==> src/rtl/dcache_axi_bridge.sv <==
// dcache_axi_bridge: L1 D-cache memory request port to AXI4 single-beat bridge.
// One transaction in flight. Writes complete on the B response.
// Ports:
//   clk, rstn      clock, async active-low reset
//   dcache_mem_*   cache request (req/wr/size/wstrb/addr/data)
//   mem_dcache_*   addrOK (comb), dataOK (1-cycle pulse), rdata
//   ar*/r*/aw*/w*/b*  AXI4 channels, single beat, no wlast
//   bus_err        sticky bus error flag
// Macro DCACHE_BRIDGE_ERRLATCH_EN enables bus_err latching on error responses;
// when undefined bus_err is tied low and rresp/bresp are ignored.
module dcache_axi_bridge #(
    parameter int ADDR_W = 32,
    parameter int DATA_W = 32
) (
    input  logic              clk,
    input  logic              rstn,
    input  logic              dcache_mem_req,
    input  logic              dcache_mem_wr,
    input  logic [1:0]        dcache_mem_size,
    input  logic [3:0]        dcache_mem_wstrb,
    input  logic [ADDR_W-1:0] dcache_mem_addr,
    input  logic [DATA_W-1:0] dcache_mem_data,
    output logic              mem_dcache_addrOK,
    output logic              mem_dcache_dataOK,
    output logic [DATA_W-1:0] mem_dcache_rdata,
    output logic [ADDR_W-1:0] araddr,
    output logic [2:0]        arsize,
    output logic              arvalid,
    input  logic              arready,
    input  logic [DATA_W-1:0] rdata,
    input  logic [1:0]        rresp,
    input  logic              rvalid,
    output logic              rready,
    output logic [ADDR_W-1:0] awaddr,
    output logic [2:0]        awsize,
    output logic              awvalid,
    input  logic              awready,
    output logic [DATA_W-1:0] wdata,
    output logic [3:0]        wstrb,
    output logic              wvalid,
    input  logic              wready,
    input  logic [1:0]        bresp,
    input  logic              bvalid,
    output logic              bready,
    output logic              bus_err
);

    localparam logic [2:0] IDLE    = 3'd0;
    localparam logic [2:0] RD_ADDR = 3'd1;
    localparam logic [2:0] RD_DATA = 3'd2;
    localparam logic [2:0] WR_REQ  = 3'd3;
    localparam logic [2:0] WR_RESP = 3'd4;

    logic [2:0]        state;
    logic [ADDR_W-1:0] addr_q;
    logic [DATA_W-1:0] data_q;
    logic [3:0]        wstrb_q;
    logic [1:0]        size_q;
    logic              aw_done;
    logic              w_done;
    logic              dataok_q;
    logic [DATA_W-1:0] rdata_q;
    logic              addr_ok;
    logic              aw_hs;
    logic              w_hs;

    // The dataOK cycle is already back in IDLE; hold off acceptance for
    // that one cycle so addrOK and dataOK never coincide.
    assign addr_ok = (state == IDLE) & dcache_mem_req & ~dataok_q;

    // Valids/readies decode straight from state so reset drops them at once.
    assign arvalid = (state == RD_ADDR);
    assign rready  = (state == RD_DATA);
    assign awvalid = (state == WR_REQ) & ~aw_done;
    assign wvalid  = (state == WR_REQ) & ~w_done;
    assign bready  = (state == WR_RESP);

    assign aw_hs = awvalid & awready;
    assign w_hs  = wvalid & wready;

    assign araddr = addr_q;
    assign awaddr = addr_q;
    assign arsize = {1'b0, size_q};
    assign awsize = {1'b0, size_q};
    assign wdata  = data_q;
    assign wstrb  = wstrb_q;

    assign mem_dcache_addrOK = addr_ok;
    assign mem_dcache_dataOK = dataok_q;
    assign mem_dcache_rdata  = rdata_q;

    always_ff @(posedge clk or negedge rstn) begin
        if (!rstn) begin
            state    <= IDLE;
            addr_q   <= '0;
            data_q   <= '0;
            wstrb_q  <= '0;
            size_q   <= '0;
            aw_done  <= 1'b0;
            w_done   <= 1'b0;
            dataok_q <= 1'b0;
            rdata_q  <= '0;
        end else begin
            dataok_q <= 1'b0;
            case (state)
                IDLE: begin
                    if (addr_ok) begin
                        addr_q  <= dcache_mem_addr;
                        data_q  <= dcache_mem_data;
                        wstrb_q <= dcache_mem_wstrb;
                        size_q  <= dcache_mem_size;
                        aw_done <= 1'b0;
                        w_done  <= 1'b0;
                        state   <= dcache_mem_wr ? WR_REQ : RD_ADDR;
                    end
                end
                RD_ADDR: begin
                    if (arready) state <= RD_DATA;
                end
                RD_DATA: begin
                    if (rvalid) begin
                        rdata_q  <= rdata;
                        dataok_q <= 1'b1;
                        state    <= IDLE;
                    end
                end
                WR_REQ: begin
                    if (aw_hs) aw_done <= 1'b1;
                    if (w_hs)  w_done  <= 1'b1;
                    if ((aw_done | aw_hs) & (w_done | w_hs))
                        state <= WR_RESP;
                end
                WR_RESP: begin
                    if (bvalid) begin
                        dataok_q <= 1'b1;
                        state    <= IDLE;
                    end
                end
                default: state <= IDLE;
            endcase
        end
    end

`ifdef DCACHE_BRIDGE_ERRLATCH_EN
    logic       err_ev;
    logic       bus_err_q;
    logic [3:0] err_cnt;

    assign err_ev = ((state == RD_DATA) & rvalid & (|rresp))
                  | ((state == WR_RESP) & bvalid & (|bresp));

    always_ff @(posedge clk or negedge rstn) begin
        if (!rstn) begin
            bus_err_q <= 1'b0;
            err_cnt   <= '0;
        end else if (err_ev) begin
            bus_err_q <= 1'b1;
            if (err_cnt != 4'hf) err_cnt <= err_cnt + 4'd1;
        end
    end

    assign bus_err = bus_err_q;
`else
    logic unused_resp;
    assign unused_resp = ^{rresp, bresp};
    assign bus_err     = 1'b0;
`endif

endmodule

==> config.mk <==
export PLATFORM = sky130hd
export DESIGN_NAME = dcache_axi_bridge
export DESIGN_NICKNAME = d
export VERILOG_FILES = /design/src/rtl/dcache_axi_bridge.sv
export SDC_FILE = /design/constraint.sdc
export NUM_CORES = 1
export LEC_CHECK = 0
export CORE_UTILIZATION = 41
export CTS_BUF_LIST = sky130_fd_sc_hd__clkbuf_16
export DETAILED_ROUTE_END_ITERATION = 16
export PLACE_DENSITY = 0.86
export SLEW_MARGIN = 5
export SYNTH_ARGS = -nofsm -noshare
export SYNTH_HDL_FRONTEND = slang
export SYNTH_SLANG_ARGS = --single-unit
==> constraint.sdc <==
create_clock -name clk -period 4.3 [get_ports clk]
set_clock_uncertainty 0.05 [all_clocks]
set_input_delay 0.645 -clock clk [delete_from_list [all_inputs] [get_ports clk]]
set_output_delay 0.645 -clock clk [all_outputs]
set_load 0.1 [all_outputs]
== Yosys cells after proc, flatten, opt, wreduce, memory -nomap -nowiden ==
Cells that the tools add are included.

* Equal/unequal tests: 11
* Multiplexer cells: 15
* Bitwise gates (word level): 12
* Reductions and logical operators: 7

{| class="wikitable"
|+ Operators by type and width
! cell !! count
|-
| $mux 3 || 5
|-
| $pmux 3 s5 || 1
|-
| $ne 2x2->1 const B || 5
|-
| $and 1x1->1 || 7
|-
| $eq 3x2->1 const B || 2
|-
| $pmux 1 s2 || 3
|-
| $reduce_and 3->1 || 2
|-
| $mux 1 || 5
|-
| $reduce_and 5->1 || 1
|-
| $ne 2x1->1 const B || 2
|-
| $reduce_and 2->1 || 2
|-
| $eq 3x1->1 const B || 1
|-
| $eq 3x3->1 const B || 1
|-
| $logic_not 3->1 || 1
|-
| $not 1->1 || 3
|-
| $mux 2 || 1
|-
| $or 1x1->1 || 2
|-
| $reduce_bool 2->1 || 1
|}

* Bits in registers: 108
* Input bits: 115
* Output and inout port bits: 146
* Word-level logic and storage cells: 54

== Depth between registers and ports, before layout ==
* Word-level depth: 7
* Depth in mapped cells: 5

== Worst setup path before layout ==
Ideal clock, no wire load.

* Kind: reg-to-output
* From: register state[0]
* To: output bready
* Arrival: 2.767 ns
* Setup slack: 0.838 ns
* Cell stages (with the launch flop): 2
* Buffers on the path: 0
* Cells stage by stage: dfrtp_1 > nor3b_1

* Cells in the longest elaborated chain, start to end: 1

{| class="wikitable"
|+ RTL lines
! item !! line !! source
|-
| from (decl) || 54 || <nowiki>logic [2:0] state;</nowiki>
|-
| from (signal assigned) || 114 || <nowiki>state <= dcache_mem_wr ? WR_REQ : RD_ADDR;</nowiki>
|-
| $eq 3x3->1 || 76 || <nowiki>assign bready = (state == WR_RESP);</nowiki>
|-
| to (decl) || 44 || <nowiki>output logic bready,</nowiki>
|}

No other way between the ends.

== Worst setup path in the final report ==
* From: register state[0]
* To: output awvalid

* Cells in the longest elaborated chain, start to end: 2

{| class="wikitable"
|+ RTL lines
! item !! line !! source
|-
| $eq 3x2->1 || 74 || <nowiki>assign awvalid = (state == WR_REQ) & ~aw_done;</nowiki>
|-
| $and 1x1->1 || 74 ||
|-
| to (decl) || 36 || <nowiki>output logic awvalid,</nowiki>
|}

No other way between the ends.

==> run summary <==
Worst path cell trace: nor2b_1 > nand2_1 > nor2_1 > clkdlybuf4s50_1
Core outline area: 0.0104 mm2
Htree depth: 3
Hold-fix buffers at CTS: 0
CP Buf/Inv Count: 1
Post-Syn Area: 0.00443 mm2
Yosys reg bits: 108
HP Class: in2async
Setup bufs post-CTS: 0
Via/cell ratio: 4.76
Most common cell after layout, fill and taps aside: clkdlybuf4s50_1
DRT antenna net count: 0
CP required: 3.61 ns
Clock slew at reported path FFs: 0.07 ns
Commonest cells after routing, fill and taps aside: clkdlybuf4s50_1, dfrtp_1, mux2_2
Drt first pass iters: 4
Post-Synth Simple-Gate Area: 2.51%
Initial DRC Count: 65
Worst EP arrival: 2.48 ns
Post-synth top flop: dfrtp_1
Outcome: finished, final reports clean
Multiplexer share of the synthesized area: 25.9%
N_diodes: 0
Final Hold Fails: 0
Max FO, Critical Path: 7
Drt wl/cell: 16.6 um
CP startpoint kind: flop
Max Cap Violations: 0
Fin crit share: 73.9%
Num rows: 37
Nets: 624
Crit. End Element: output pin
Die height: 106 um
Cells on worst reg2reg path: 3
XOR/XNOR Fraction of Synth Area: 0%
RSZ-0062 raised after global routing: false
CTS tree: yes
Cell family with most CP delay: buffers and inverters
Post-route minimum period: 3.18 ns
Dpl hpwl: 8.34 mm
Final setup vio count: 0
Worst skew pair latency: 0.33 ns
Complex-gate fraction of the synthesized area: 1.27%
RePlAce Congestion: 0.757
Slew Limit Fails: 0
Main combinational cell family by area after synthesis: multiplexers
Overflow after GRT: 0
Initial antenna violation count: 0
Vias in the first global route: 3313
Critical Path Stages: 4
Top Ports: 261
Die area: 0.0112 mm2
Ys async rst share: 100%
Placed Cells: 634
Count of cell types in the netlist: 26
Syn-to-layout area delta: 59.2%
Routed WL: 10.8 mm
Global-route wire length before repair: 16.8 mm
Starting Density: 42.6%
Post-Synth Adder-Cell Area: 0%
Setup TNS: 0 ns
Crit path max-delay cell type: clkdlybuf4s50_1
GRT Util Overall: 19.7%
Post-synth EDFFs: 0
Yosys warns: 0
Die span in x: 106 um
DRC: 0
Post-Syn Instances: 288
Slew of the pin with the lowest slew margin: 1.01 ns
Largest net degree at the start of global routing: 73
CTS root buf: clkbuf_16
Non-Filler Instances: 650
CP Class: reg2out
Gates resized, CTS repair: 0
Clock sink count: 108
Total CTS buffers: 9
I/O Buffers: 253
Max Freq: 0.315 GHz
Via count: 3097
Max Root-Sink Buffers: 2
Slew margin rel.: 32.3%
R2R setup slack: 2.25 ns
Syn avg cell area: 15.4 um2
Layout cells sized above 1: 18.9%
Register area share after synthesis: 60.9%
Slowest stage delay, CP: 1.17 ns
kinds of logic (layout without fill, tap and decap cells):
logic type,after synthesis,count (layout)
AO/OA/AOI/OAI,9,9
buffers and inverters,51,275
flip-flops,108,108
multiplexers,102,102
other,1,3
AND/OR/NAND/NOR,17,17
worst paths after layout:
path	from	to
min in group clk	mem_dcache_rdata[6]	mem_dcache_rdata[6]
setup reg to reg	state[0]	araddr[8]
setup / recovery	state[0]	awvalid
max in group asynchronous	rstn	araddr[19]
hold reg to reg	mem_dcache_rdata[6]	mem_dcache_rdata[6]
hold / removal	rstn	wstrb[2]
state kept, by name, summed over array words and instances (netlist names):
name               cells
wdata                 32
w_done                 1
state                  3
aw_done                1
araddr                32
wstrb                  4
size_q                 2
mem_dcache_rdata      32
mem_dcache_dataOK      1
cell type report:
class	instances	area, um2
Timing Repair Buffer	257	2560
Tap cell	136	170
Fill cell	768	3360
Inverter	2	7.51
Clock inverter	7	58.8
Multi-Input combinational cell	131	1340
Sequential cell	108	2700
Clock buffer	9	225
Yosys cell counts (all sizes together) (2+ instances only):
| cell | number | area (um2) |
|---|---|---|
| nor3b | 2 | 20.0 |
| and2 | 2 | 12.5 |
| o21ai | 2 | 10.0 |
| buf | 49 | 404 |
| dfrtp | 108 | 2700 |
| nor2 | 5 | 18.8 |
| inv | 2 | 7.51 |
| nand2b | 2 | 12.5 |
| mux2 | 102 | 1150 |
| a21oi | 3 | 15.0 |
through the flow:
stage / setup slack (ns) / cell area [um2] / utilization (%) / hold WS (ns)
after CTS: 1.09 / 7060 / 67.8 / 0.416
final: 1.12 / 7060 / 67.8 / 0.362
after floorplan: 0.838 / 4440 / - / 0.299
after global routing: 1.02 / 7060 / 67.8 / 0.454
after global placement: 1.53 / 6770 / 65.0 / 0.418
after detailed placement: 1.45 / 6770 / 65.0 / 0.426
metal layers:
layer	vias to the layer above	share of wire (%)	track usage, %
li1	1400	-	-
met1	1527	36	20.2
met2	150	54	36.9
met3	20	7.3	5.21
met4	0	2.5	9.33
met5	-	0	0
Power is not shown: default switching activity piles up to over one toggle a cycle in this logic, so the estimate is an artifact.
